===== src/rtl/crosshair_pkg.sv =====
// Shared types and constants for the crosshair overlay mixer: pixel/coordinate
// typedefs, default screen limits and the span test used by the hit compare.
package crosshair_pkg;

  localparam int PIX_W = 8;

  typedef logic [9:0] coord_t;

  typedef struct packed {
    logic [PIX_W-1:0] r;
    logic [PIX_W-1:0] g;
    logic [PIX_W-1:0] b;
  } rgb_t;

  localparam int   DEF_X_MAX = 639;
  localparam int   DEF_Y_MAX = 479;
  localparam rgb_t RGB_WHITE = '{r: '1, g: '1, b: '1};

  // Signed 11-bit so c-arm never wraps below zero near the screen edge.
  function automatic logic in_span(input coord_t p, input coord_t c, input int arm);
    logic signed [10:0] ps;
    logic signed [10:0] lo;
    logic signed [10:0] hi;
    ps = $signed({1'b0, p});
    lo = $signed({1'b0, c}) - $signed(11'(arm));
    hi = $signed({1'b0, c}) + $signed(11'(arm));
    return (ps >= lo) && (ps <= hi);
  endfunction

endpackage


===== src/rtl/cursor_position_ctrl.sv =====
// Cursor centre with per-frame saturating moves, plus the run-mode blink
// counter and crosshair visibility flag.
module cursor_position_ctrl
  import crosshair_pkg::*;
#(
  parameter int X_MAX        = DEF_X_MAX,
  parameter int Y_MAX        = DEF_Y_MAX,
  parameter int ARM_LEN      = 10,
  parameter int INIT_X       = 464,
  parameter int INIT_Y       = 274,
  parameter int STEP         = 2,
  parameter int BLINK_FRAMES = 30
) (
  input  logic   clk,
  input  logic   rst,
  input  logic   frame_start,
  input  logic   run,
  input  logic   move_left,
  input  logic   move_right,
  input  logic   move_up,
  input  logic   move_down,
  output coord_t cur_x,
  output coord_t cur_y,
  output logic   visible
);

  localparam int CNT_W = (BLINK_FRAMES > 1) ? $clog2(BLINK_FRAMES) : 1;

  coord_t           cur_x_q, cur_x_d;
  coord_t           cur_y_q, cur_y_d;
  logic [CNT_W-1:0] cnt_q, cnt_d;
  logic             visible_q, visible_d;

  function automatic coord_t step_up(input coord_t c, input int hi);
    logic [10:0] s;
    s = {1'b0, c} + 11'(STEP);
    return (s > 11'(hi)) ? coord_t'(hi) : s[9:0];
  endfunction

  function automatic coord_t step_dn(input coord_t c);
    return ({1'b0, c} < 11'(ARM_LEN + STEP)) ? coord_t'(ARM_LEN) : c - coord_t'(STEP);
  endfunction

  always_comb begin
    cur_x_d   = cur_x_q;
    cur_y_d   = cur_y_q;
    cnt_d     = cnt_q;
    visible_d = visible_q;
    if (frame_start) begin
      if (move_right && !move_left)      cur_x_d = step_up(cur_x_q, X_MAX - ARM_LEN);
      else if (move_left && !move_right) cur_x_d = step_dn(cur_x_q);
      if (move_down && !move_up)         cur_y_d = step_up(cur_y_q, Y_MAX - ARM_LEN);
      else if (move_up && !move_down)    cur_y_d = step_dn(cur_y_q);
    end
    if (!run) begin
      cnt_d     = '0;
      visible_d = 1'b1;
    end else if (frame_start) begin
      if (cnt_q == CNT_W'(BLINK_FRAMES - 1)) begin
        cnt_d     = '0;
        visible_d = ~visible_q;
      end else begin
        cnt_d = cnt_q + 1'b1;
      end
    end
  end

  always_ff @(posedge clk or posedge rst) begin
    if (rst) begin
      cur_x_q   <= coord_t'(INIT_X);
      cur_y_q   <= coord_t'(INIT_Y);
      cnt_q     <= '0;
      visible_q <= 1'b1;
    end else begin
      cur_x_q   <= cur_x_d;
      cur_y_q   <= cur_y_d;
      cnt_q     <= cnt_d;
      visible_q <= visible_d;
    end
  end

  assign cur_x   = cur_x_q;
  assign cur_y   = cur_y_q;
  assign visible = visible_q;

endmodule


===== src/rtl/crosshair_overlay_mixer.sv =====
// Registered camera/memory-box/crosshair pixel mixer with cursor capture handshake.
// CROSSHAIR_INVERT_EN: crosshair pixels show the inverted camera pixel instead of CURSOR_RGB.
module crosshair_overlay_mixer
  import crosshair_pkg::*;
#(
  parameter int          IN_W         = 10,
  parameter int          OUT_W        = 8,
  parameter int          X_MAX        = DEF_X_MAX,
  parameter int          Y_MAX        = DEF_Y_MAX,
  parameter int          ARM_LEN      = 10,
  parameter int          INIT_X       = 464,
  parameter int          INIT_Y       = 274,
  parameter int          STEP         = 2,
  parameter int          BLINK_FRAMES = 30,
  parameter logic [23:0] CURSOR_RGB   = 24'hFFFFFF
) (
  input  logic             CLK,
  input  logic             Reset,
  input  logic [IN_W-1:0]  VGA_R_In,
  input  logic [IN_W-1:0]  VGA_G_In,
  input  logic [IN_W-1:0]  VGA_B_In,
  input  logic [9:0]       VGA_X,
  input  logic [9:0]       VGA_Y,
  input  logic             frame_start,
  input  logic             memory_on,
  input  logic             run,
  input  logic             move_left,
  input  logic             move_right,
  input  logic             move_up,
  input  logic             move_down,
  input  logic             capture,
  input  logic             cap_ack,
  output logic [OUT_W-1:0] VGA_R,
  output logic [OUT_W-1:0] VGA_G,
  output logic [OUT_W-1:0] VGA_B,
  output logic [9:0]       cur_x,
  output logic [9:0]       cur_y,
  output logic [9:0]       cap_x,
  output logic [9:0]       cap_y,
  output logic             cap_valid
);

  coord_t cur_x_w, cur_y_w;
  logic   visible;

  cursor_position_ctrl #(
    .X_MAX(X_MAX), .Y_MAX(Y_MAX), .ARM_LEN(ARM_LEN), .INIT_X(INIT_X),
    .INIT_Y(INIT_Y), .STEP(STEP), .BLINK_FRAMES(BLINK_FRAMES)
  ) u_cursor (
    .clk(CLK), .rst(Reset), .frame_start(frame_start), .run(run),
    .move_left(move_left), .move_right(move_right),
    .move_up(move_up), .move_down(move_down),
    .cur_x(cur_x_w), .cur_y(cur_y_w), .visible(visible)
  );

  logic [OUT_W-1:0] cam_r, cam_g, cam_b;
  logic [OUT_W-1:0] xh_r, xh_g, xh_b;
  logic             hit;

  assign cam_r = VGA_R_In[IN_W-1 -: OUT_W];
  assign cam_g = VGA_G_In[IN_W-1 -: OUT_W];
  assign cam_b = VGA_B_In[IN_W-1 -: OUT_W];

  generate
    if (IN_W > OUT_W) begin : g_trunc
      logic unused_lsbs;
      assign unused_lsbs = ^{VGA_R_In[IN_W-OUT_W-1:0], VGA_G_In[IN_W-OUT_W-1:0],
                             VGA_B_In[IN_W-OUT_W-1:0]};
    end
  endgenerate

`ifdef CROSSHAIR_INVERT_EN
  assign xh_r = ~cam_r;
  assign xh_g = ~cam_g;
  assign xh_b = ~cam_b;
`else
  // Colour bytes are MSB-aligned into OUT_W, so narrower outputs keep the top bits.
  localparam rgb_t             CURSOR_BYTES = rgb_t'(CURSOR_RGB);
  localparam logic [OUT_W+7:0] CUR_R_EXT    = {CURSOR_BYTES.r, {OUT_W{1'b0}}};
  localparam logic [OUT_W+7:0] CUR_G_EXT    = {CURSOR_BYTES.g, {OUT_W{1'b0}}};
  localparam logic [OUT_W+7:0] CUR_B_EXT    = {CURSOR_BYTES.b, {OUT_W{1'b0}}};
  assign xh_r = CUR_R_EXT[OUT_W+7 -: OUT_W];
  assign xh_g = CUR_G_EXT[OUT_W+7 -: OUT_W];
  assign xh_b = CUR_B_EXT[OUT_W+7 -: OUT_W];
`endif

  assign hit = ((VGA_Y == cur_y_w) && in_span(VGA_X, cur_x_w, ARM_LEN)) ||
               ((VGA_X == cur_x_w) && in_span(VGA_Y, cur_y_w, ARM_LEN));

  logic [OUT_W-1:0] out_r_q, out_r_d, out_g_q, out_g_d, out_b_q, out_b_d;
  coord_t           cap_x_q, cap_x_d, cap_y_q, cap_y_d;
  logic             cap_valid_q, cap_valid_d;

  always_comb begin
    out_r_d = cam_r;
    out_g_d = cam_g;
    out_b_d = cam_b;
    if (hit && visible) begin
      out_r_d = xh_r;
      out_g_d = xh_g;
      out_b_d = xh_b;
    end else if (memory_on) begin
      out_r_d = '1;
      out_g_d = '1;
      out_b_d = '1;
    end
  end

  // A capture that coincides with the ack replaces the pending sample.
  always_comb begin
    cap_x_d     = cap_x_q;
    cap_y_d     = cap_y_q;
    cap_valid_d = cap_valid_q;
    if (capture && (!cap_valid_q || cap_ack)) begin
      cap_x_d     = cur_x_w;
      cap_y_d     = cur_y_w;
      cap_valid_d = 1'b1;
    end else if (cap_ack) begin
      cap_valid_d = 1'b0;
    end
  end

  always_ff @(posedge CLK or posedge Reset) begin
    if (Reset) begin
      out_r_q     <= '0;
      out_g_q     <= '0;
      out_b_q     <= '0;
      cap_x_q     <= '0;
      cap_y_q     <= '0;
      cap_valid_q <= 1'b0;
    end else begin
      out_r_q     <= out_r_d;
      out_g_q     <= out_g_d;
      out_b_q     <= out_b_d;
      cap_x_q     <= cap_x_d;
      cap_y_q     <= cap_y_d;
      cap_valid_q <= cap_valid_d;
    end
  end

  assign VGA_R     = out_r_q;
  assign VGA_G     = out_g_q;
  assign VGA_B     = out_b_q;
  assign cur_x     = cur_x_w;
  assign cur_y     = cur_y_w;
  assign cap_x     = cap_x_q;
  assign cap_y     = cap_y_q;
  assign cap_valid = cap_valid_q;

endmodule


===== config.mk =====
export PLATFORM = sky130hd
export DESIGN_NAME = crosshair_overlay_mixer
export DESIGN_NICKNAME = d
export VERILOG_FILES = /design/src/rtl/crosshair_pkg.sv /design/src/rtl/cursor_position_ctrl.sv /design/src/rtl/crosshair_overlay_mixer.sv
export SDC_FILE = /design/constraint.sdc
export NUM_CORES = 1
export LEC_CHECK = 0
export BUFFER_PORTS_ARGS = -buffer_cell sky130_fd_sc_hd__buf_4
export CAP_MARGIN = 20
export CORE_MARGIN = 2
export CORE_UTILIZATION = 50
export DETAILED_ROUTE_END_ITERATION = 7
export GPL_TIMING_DRIVEN = 1
export PLACE_DENSITY_LB_ADDON = 0.05
export SYNTH_ARGS = -nofsm -noshare
export SYNTH_HDL_FRONTEND = slang
export SYNTH_SLANG_ARGS = --single-unit

===== constraint.sdc =====
create_clock -name CLK -period 6.22 [get_ports CLK]
set_input_delay 0.311 -clock CLK [delete_from_list [all_inputs] [get_ports CLK]]
set_output_delay 0.311 -clock CLK [all_outputs]
set_load 0.005 [all_outputs]

==> impl_metrics.py <==
metrics = {
    "drt": {
        "route.detailed.drc": 0,
        "drtIter0Drc": 326,
        "vias": 4884,
        "wl_mm": 14.5,
        "post_drt_via_cell_ratio": 5.86,
        "ant_nets": 0,
        "avgRoutedWirePerCell_um": 17.4,
        "first_pass_iters": 5,
    },
    "clock_network": {
        "cts_hold_buf": 0,
        "cts_max_path_buffers": 2,
        "ctsResizeCount": 0,
        "htreeDepth": 3,
        "cts_sinks": 71,
        "cts_setup_buffers": 0,
        "clk_pin_slew_ns": 0.09,
        "cts_tree": "built",
        "cts_root_buf": "clkbuf_8",
        "numCtsBuffers": 9,
        "clk_latency_ns": 0.35,
    },
    "flow_run": {
        "cap_violations": 0,
    },
    "sta": {
        "finalCritPeriodShare": 0.592,
        "setup_tns_ns": 0,
        "finalHoldViolations": 0,
        "max_freq_ghz": 0.272,
        "relSlewSlack": 0.342,
        "max_slew.worst_pin.slew_ns": 0.986,
        "fin_skew_ns": 0.0179,
        "setup_viol": 0,
        "whs_ns": 0.148,
        "finalCriticalPeriod_ns": 3.68,
        "rsz0062_at_grt": "false",
        "maxSlewViolCount": 0,
        "worst_slack_ns": 2.54,
    },
    "setup_path": {
        "r2r_setup_slack_ns": 2.54,
        "ff2ff_path_depth": 13,
        "crit_path_end_kind": "register",
        "timing.rr.end": "VGA_R[3]",
        "path_class": "reg -> reg",
        "crit_required_ns": 6.41,
        "cp.arrival_ns": 3.86,
        "cp_max_fo": 24,
        "start_kind": "register",
        "r2r_start": "u_cursor.cur_x[1]",
    },
    "grt": {
        "grt_pass1_wl_mm": 23.7,
        "met3_usage": 0.0398,
        "antenna_found_initial": 0,
        "grt_pass1_vias": 4719,
        "grt_usage": 0.255,
        "use_met2": 0.444,
        "grt-ovfl-total": 0,
        "grt_util_met1": 0.328,
        "grt_max_degree": 72,
        "top_usage_layer": "met2",
    },
    "place": {
        "numPortBuffers": 119,
        "gp_congestion": 0.883,
        "hpwl_mm": 10.7,
        "place_ws_ns": 2.54,
    },
    "finish": {
        "drive_gt1_frac": 0.269,
        "area_delta_synth_final_pct": 20.0,
        "final_cell_mix": "buf_4 (122), dfrtp_1 (63), ha_1 (50)",
        "nNetsFinal": 800,
        "fillers": 947,
        "final_util": 0.609,
        "antenna_cells": 0,
        "final_common_cell": "buf_4",
    },
    "yosys": {
        "netlist_area_sq_um": 5430,
        "synth-seq-area-share": 0.329,
        "synth_edf_count": 0,
        "avgSynthCellArea_sq_um": 9.08,
        "yosys_warnings": 0,
        "synth-seq-cells": 71,
        "syn-num-nets": 709,
        "synthFlopType": "dfrtp_1",
        "syn_inst": 598,
        "synthArstFlopShare": 1.00,
        "ys_types": 67,
    },
    "pwr": {
        "clkPwrFrac": 0.139,
        "peakVddDrop_v": 0.000215,
        "p_leak_nw": 2.99,
        "total_power_mw": 2.50,
        "power_frac_seq": 0.333,
        "p_comb_frac": 0.528,
        "switchingPower_mw": 1.12,
        "powerDensity_nw_per_um2": 384,
        "p_int_mw": 1.38,
        "switching_share": 0.448,
    },
    "floorplanning": {
        "die_h_um": 108,
        "die_w_um": 108,
        "std_cell_rows": 38,
        "fp.dieArea_sq_um": 11700,
        "num_io_pins": 126,
        "core_area_sq_um": 10700,
        "start_util": 0.508,
    },
    "hold_path": {
        "min-delay-path-class": "in -> reg",
        "whs_path_depth": 2,
        "holdCritStartpoint": "VGA_R_In[9]",
        "whs_endpoint": "VGA_R[7]",
    },
    "status": {
        "status": "completed",
    },
}
## flip-flops by register name, summed over array words and instances (netlist names)
signal            count
cap_valid             1
cap_x                10
u_cursor.cur_y       10
cap_y                10
u_cursor.visible      1
VGA_B                 8
VGA_G                 8
u_cursor.cur_x       10
u_cursor.cnt_q        5
VGA_R                 8
## synth_stat cells, types with 11 or more instances
| cell | count | area (sq um) |
|---|---|---|
| dfrtp_1 | 63 | 1580 |
| ha_1 | 50 | 626 |
| o21ai_0 | 43 | 215 |
| nand2_1 | 42 | 158 |
| a21oi_1 | 35 | 175 |
| nor2_1 | 32 | 120 |
| inv_1 | 25 | 93.8 |
| nor3_1 | 25 | 125 |
| xor2_1 | 23 | 201 |
| xnor2_1 | 21 | 184 |
| nand3b_2 | 20 | 225 |
| buf_2 | 18 | 90.1 |
| clkbuf_1 | 18 | 67.6 |
| mux2_2 | 12 | 135 |
| nand4_1 | 12 | 75.1 |
| a31oi_1 | 11 | 68.8 |
| nor2b_1 | 11 | 68.8 |
## area by class of cell
class,instances,area (sq um),area share
clock buffer,12,155,0.0238
clock inverter,4,28.8,0.00441
inverter,25,93.8,0.0144
multi-input combinational,460,3360,0.516
sequential,71,1790,0.274
tap,140,175,0.0269
timing repair buffer,122,916,0.140
## cells by family after synthesis
| group | Yosys count | synth area share |
|---|---|---|
| and+or+nand+nor | 193 | 0.209 |
| AOI/OAI and AO/OA | 157 | 0.188 |
| buffers and inverters | 67 | 0.0553 |
| DFF | 71 | 0.329 |
| muxes | 16 | 0.0322 |
| xor gates and xnor gates | 44 | 0.0709 |
| adders and majority gates | 50 | 0.115 |
## critical path, cell delays in order, from the launching register on
cell and delay (ns):
dfrtp_1 0.65, inv_1 0.21, ha_1 0.35, nor2b_1 0.20, nor2_1 0.08, xnor2_1 0.14
ha_1 0.30, a21o_1 0.18, a221o_1 0.34, a31oi_1 0.20, o221ai_1 0.23, o311ai_4 0.12
buf_4 0.39, nand3b_2 0.12
## metrics by stage
stage / cells / area, sq um
after floorplan: 598 / 5430
after global placement: 818 / 6330
after detailed placement: 818 / 6330
after CTS: 834 / 6520
after global routing: 834 / 6520
final: 834 / 6520
## routing by layer
layer	wire length (um)	vias to the layer above	part of all wire
met5	0	-	0
met4	187	0	0.013
met3	653	16	0.045
met2	7580	136	0.52
met1	6080	2377	0.42
li1	-	2355	-
## power by group through the flow
stage | Clock (mW) | Sequential, mW | Combinational (mW)
2_1_floorplan | 0 | 0.667 | 1.03
3_3_place_gp | 0 | 0.835 | 1.26
3_5_place_dp | 0 | 0.839 | 1.31
4_1_cts | 0.360 | 0.832 | 1.32
5_1_grt | 0.382 | 0.861 | 1.48
6_report | 0.349 | 0.833 | 1.32
## how the worst max path moves through the flow
stage / startpoint / end / depth (start not counted)
floorplan: u_cursor.cur_x[4] / VGA_B[0] / 13
CTS: u_cursor.cur_x[1] / VGA_R[3] / 13
global placement: u_cursor.cur_x[1] / VGA_G[7] / 13
global route: u_cursor.cur_y[1] / VGA_R[3] / 10
detailed placement: u_cursor.cur_x[1] / VGA_R[3] / 13
finish: u_cursor.cur_x[1] / VGA_R[3] / 13
Power figures use the tool's default switching activity.
